### src/rtl/mem_arbiter.sv
// Arbiter sharing one single-port memory between instruction fetch (IF) and load/store (LS).
// One transaction in flight; LS has priority, but IF is forced after MAX_DATA_BURST LS grants.
module mem_arbiter #(
  parameter int ADDR_WIDTH     = 32,
  parameter int DATA_WIDTH     = 32,
  parameter int MEM_LATENCY    = 1,
  parameter int MAX_DATA_BURST = 4
) (
  input  logic                  clk,
  input  logic                  rst,
  input  logic                  if_req,
  input  logic [ADDR_WIDTH-1:0] if_addr,
  input  logic                  if_flush,
  output logic                  if_ready,
  output logic                  if_rvalid,
  output logic [DATA_WIDTH-1:0] if_rdata,
  input  logic                  ls_req,
  input  logic                  ls_we,
  input  logic [ADDR_WIDTH-1:0] ls_addr,
  input  logic [DATA_WIDTH-1:0] ls_wdata,
  output logic                  ls_ready,
  output logic                  ls_rvalid,
  output logic [DATA_WIDTH-1:0] ls_rdata,
  output logic                  mem_en,
  output logic                  mem_we,
  output logic [ADDR_WIDTH-1:0] mem_addr,
  output logic [DATA_WIDTH-1:0] mem_wdata,
  input  logic [DATA_WIDTH-1:0] mem_rdata
);

  typedef enum logic [1:0] {IDLE, ISSUE, WAIT, RESP} state_t;

  localparam int BW = $clog2(MAX_DATA_BURST + 1);
  localparam int WW = (MEM_LATENCY > 2) ? $clog2(MEM_LATENCY - 1) : 1;
  localparam logic [BW-1:0] BURST_MAX = BW'(MAX_DATA_BURST);
  localparam logic [WW-1:0] WAIT_LAST = WW'((MEM_LATENCY > 1) ? (MEM_LATENCY - 2) : 0);

  state_t                state, next_state;
  logic [BW-1:0]         burst_cnt;
  logic [WW-1:0]         wait_cnt;
  logic                  owner_if;
  logic                  we_q;
  logic                  flush_q;
  logic [ADDR_WIDTH-1:0] addr_q;
  logic [DATA_WIDTH-1:0] wdata_q;
  logic                  grant_if, grant_ls, accept;

  always_comb begin
    grant_if = if_req && (!ls_req || (burst_cnt == BURST_MAX));
    grant_ls = ls_req && !grant_if;
    accept   = (state == IDLE) && (grant_if || grant_ls);
  end

  always_ff @(posedge clk) begin
    if (rst) state <= IDLE;
    else     state <= next_state;
  end

  always_comb begin
    next_state = state;
    case (state)
      IDLE:  if (accept) next_state = ISSUE;
      ISSUE: next_state = (MEM_LATENCY == 1) ? RESP : WAIT;
      WAIT:  if (wait_cnt == WAIT_LAST) next_state = RESP;
      RESP:  next_state = IDLE;
    endcase
  end

  always_ff @(posedge clk) begin
    if (rst) begin
      burst_cnt <= '0;
      wait_cnt  <= '0;
      owner_if  <= 1'b0;
      we_q      <= 1'b0;
      flush_q   <= 1'b0;
      addr_q    <= '0;
      wdata_q   <= '0;
    end else begin
      if (accept) begin
        owner_if <= grant_if;
        we_q     <= grant_ls && ls_we;
        addr_q   <= grant_if ? if_addr : ls_addr;
        wdata_q  <= grant_ls ? ls_wdata : '0;
        // Burst only grows while IF is actually waiting behind LS.
        if (grant_if || !if_req)        burst_cnt <= '0;
        else if (burst_cnt != BURST_MAX) burst_cnt <= burst_cnt + BW'(1);
      end
      if (state == WAIT) wait_cnt <= wait_cnt + WW'(1);
      else               wait_cnt <= '0;
      if (state == RESP)
        flush_q <= 1'b0;
      else if (if_flush && ((accept && grant_if) || (state != IDLE && owner_if)))
        flush_q <= 1'b1;
    end
  end

  always_comb begin
    if_ready  = 1'b0;
    ls_ready  = 1'b0;
    if_rvalid = 1'b0;
    if_rdata  = '0;
    ls_rvalid = 1'b0;
    ls_rdata  = '0;
    mem_en    = 1'b0;
    mem_we    = 1'b0;
    mem_addr  = '0;
    mem_wdata = '0;
    if (!rst) begin
      case (state)
        IDLE: begin
          if_ready = grant_if;
          ls_ready = grant_ls;
        end
        ISSUE: begin
          mem_en    = 1'b1;
          mem_we    = we_q;
          mem_addr  = addr_q;
          mem_wdata = wdata_q;
        end
        WAIT: ;
        RESP: begin
          if (owner_if) begin
            // A flush arriving in the response cycle itself still squashes it.
            if (!flush_q && !if_flush) begin
              if_rvalid = 1'b1;
              if_rdata  = mem_rdata;
            end
          end else begin
            ls_rvalid = 1'b1;
            ls_rdata  = we_q ? '0 : mem_rdata;
          end
        end
      endcase
    end
  end

endmodule
### config.mk
export PLATFORM = sky130hd
export DESIGN_NAME = mem_arbiter
export DESIGN_NICKNAME = d
export VERILOG_FILES = /design/src/rtl/mem_arbiter.sv
export SDC_FILE = /design/constraint.sdc
export NUM_CORES = 1
export LEC_CHECK = 0
export ABC_CLOCK_PERIOD_IN_PS = 2000
export CAP_MARGIN = 20
export CORE_AREA = 2 2 97 123
export CTS_CLUSTER_SIZE = 14
export DETAILED_ROUTE_END_ITERATION = 12
export DIE_AREA = 0 0 99 125
export MAX_ROUTING_LAYER = met4
export PLACE_DENSITY_LB_ADDON = 0.2
export SYNTH_ARGS = -nofsm -noshare
export SYNTH_HDL_FRONTEND = slang
export SYNTH_SLANG_ARGS = --single-unit
### constraint.sdc
create_clock -name clk -period 2 [get_ports clk]
set_clock_uncertainty 0.1 [all_clocks]
set_input_delay 0.3 -clock clk [delete_from_list [all_inputs] [get_ports clk]]
set_output_delay 0.3 -clock clk [all_outputs]
set_load 0.01 [all_outputs]
==> metrics <==
status finished with violations; violated checks negative setup slack; diode count 0; share of layout cells above drive strength 1 44.76%; CTS clock-pin slew for the worst setup and hold paths 0.06 ns; clk buf depth 2; largest family of logic cells by synthesized area simple AND/OR/NAND/NOR gates; Die Wd about 100 um; clock latency on the worst-skew pair 0.33 ns; CP Capture Type output pin; initial antenna violation count 0; Placed Area 6918 um^2; Final Hold Fails 0; Post-Synthesis Cells 455; power consumption 4.742 mW; final wirelength 16210 um; Post-Synth Simple-Gate Area between 30% and 40%; post-synthesis adder-cell area fraction 1.897%; RSZ-0062 raised after global routing yes; synthesis-to-layout area growth 103.4%; post-route insts no fill between 900 and 1000; drt pass-1 iters 4; Cells after DPL 848; Worst path max stage delay 0.36 ns; Post-Syn Area per Cell slightly below 9 um^2; I/O Pins ~270; post-synth top area share 36.93%; Final Util 71.34%; Relative slew margins 75.99%; Slew Limit Fails 0; TNS Setup -14.58 ns; vias per inst 5.131; async set-reset flop share out of synthesis 0%; initial DRC count approximately 160; # DRC 0; # clock sinks between 70 and 80; leading area contributor after synthesis dfxtp_1; Yosys warning count 0; fmax about 450 MHz; pin count of the biggest net entering global routing 34; Rows 44; cells on worst reg2reg path 10; worst vdd ir approximately 430 uV; Most used DFF post-synth dfxtp_1; startpoint types flip-flop; CP Cell Sequence ha_4 -> nand2b_4 -> nor4b_4 -> buf_4 -> buf_16 -> buf_8 -> and2_4 -> buf_6; Post-DRT Antenna Nets 0; PwrDens 588.9 nW/um^2; mean routed wirelength per cell 17.97 um; die area 12380 um^2; global-route wire length before repair 24000 um; fin nets 899; synthesized cell area ~4000 um^2; slowest stage cell on the critical path dfxtp_4; CTS tree built; Top Family by Delay on Critical Path buffers and inverters; pin slew with the least headroom to its limit 0.3601 ns; Buf/Inv on CP 4; Critical path origin state[0]$_SDFFE_PP0P_; post-synthesis mux area share 0.2529%; register area share after synthesis a little under two fifths; Synth Net Count just under 600; Place WS -0.3767 ns; critical hold path startpoint wait_cnt$_SDFF_PP0_; max cap viols 0; GRT overflow 0; worst path required time around 1.6 ns; Area contributors post-synth dfxtp_1 (37%), and2_1 (20%), a22o_1 (7.3%); unique cell type count in the Yosys netlist 40; worst hold slack around 0.33 ns; Vias 4628; total CTS buffers 9; CP Data Arrival Time around 1.8 ns; Crit Path Category reg2out; flops & latches, synth 73; min Tclk post-route 2.218 ns; total number of H-tree levels 3; number of buffers added on ports 267; critical path peak fanout 7; number of global-route vias before repair 4619; final setup fails 130; post-synthesis compound-gate area fraction 22.13%; path length in cells of the critical path 8; Hold-fix buffers, CTS 0; Starting Density 35.07%; Hold Crit Depth 1; GP Congestion 0.7802; Worst Hold Class reg2reg; number of synthesized flops with an enable pin 0; Reg area 1469 um^2; GRT Total Usage 24.67%; Placeable Area 11290 um^2; Setup WS post-layout -0.2178 ns; XOR/XNOR share of the synthesized area less than 1%; fill count 887; Pleak 3.504 nW; area of the multi-input gates 2510 um^2; finished layout cell area just over 8000 um^2; root buffer cell clkbuf_16; crit share post-route 110.9%; DP Wirelength 10670 um; Die Ht 125 um; FF-to-FF Start state[0]$_SDFFE_PP0P_
-- registers in the layout, summed over array words and instances (netlist names) --
signal / cells
addr_q: 32
wdata_q: 32
burst_cnt: 3
state: 2
flush_q: 1
owner_if: 1
wait_cnt: 1
we_q: 1
-- power breakdown --
part           total (mW)  internal [mW]  switching, mW  leakage (nW)
combinational        1.50          0.898          0.604          2.77
sequential           1.71           1.62         0.0907         0.601
clock                1.53          0.861          0.673         0.135
-- layer usage --
layer	track usage, %	routed length [um]
met5	-	0
met4	7.010	325
met3	4.919	1021
met2	43.76	8587
met1	27.88	6270
-- cell families (layout without fill, tap and decap cells) --
family                   count (synthesis)  count (layout)
AND/OR/NAND/NOR                        211             211
buffers and inverters                   51             360
flip-flops                              73              73
adder cells (fa/ha/maj)                  6               6
XOR/XNOR                                 2               2
multiplexers                             1               1
AO/OA/AOI/OAI                          111             111
-- path summary, 6_finish.rpt --
kind                                           endpoint  slack, ns
worst min-delay path                wait_cnt$_SDFF_PP0_       0.33
worst max-delay path                       if_rdata[21]      -0.22
worst max register to register  addr_q[24]$_SDFFE_PP0P_       0.12
worst min register to register      wait_cnt$_SDFF_PP0_       0.33
-- cell usage in the layout (no fill, tap or decap), types with 3 or more instances in the layout --
cell type	instances
buf_16	6
ha_4	3
inv_1	4
clkbuf_16	13
nor3_1	3
o21ai_0	30
and2_4	98
a22o_1	33
nor2_1	34
buf_4	31
a311oi_2	3
clkdlybuf4s50_1	132
buf_8	6
buf_2	39
nand3_2	3
buf_12	13
buf_6	105
a21oi_1	5
nand3_1	31
a311oi_1	30
ha_1	3
o21ai_1	3
dfxtp_1	71
and2_1	31
-- area by class of cell --
type                       instances  share of cell area [%]
clock inverter                     7                  0.7615
inverter                           6                  0.3108
tap                              138                   2.145
sequential                        73                   18.24
timing repair buffer             338                   44.57
clock buffer                       9                   2.797
multi-input combinational        331                   31.17
-- timing repair --
item | CTS | global route
setup buffers | 18 | 15
pin swaps | 33 | 48
endpoints found under the hold margin | 0 | 0
gates cloned | 9 | 4
setup endpoints to repair | 134 | 133
resized for setup | 617 | 165
-- cell usage after synthesis (5+ instances only) --
| library cell | number |
|---|---|
| buf_2 | 15 |
| ha_1 | 6 |
| nor2_1 | 35 |
| buf_4 | 7 |
| clkbuf_1 | 17 |
| a22o_1 | 33 |
| o21ai_0 | 30 |
| a21oi_1 | 5 |
| and2_1 | 129 |
| nand3_1 | 31 |
| dfxtp_1 | 73 |
| a311oi_1 | 30 |
| inv_1 | 6 |
Note: power is estimated with default switching activity, not from simulation.
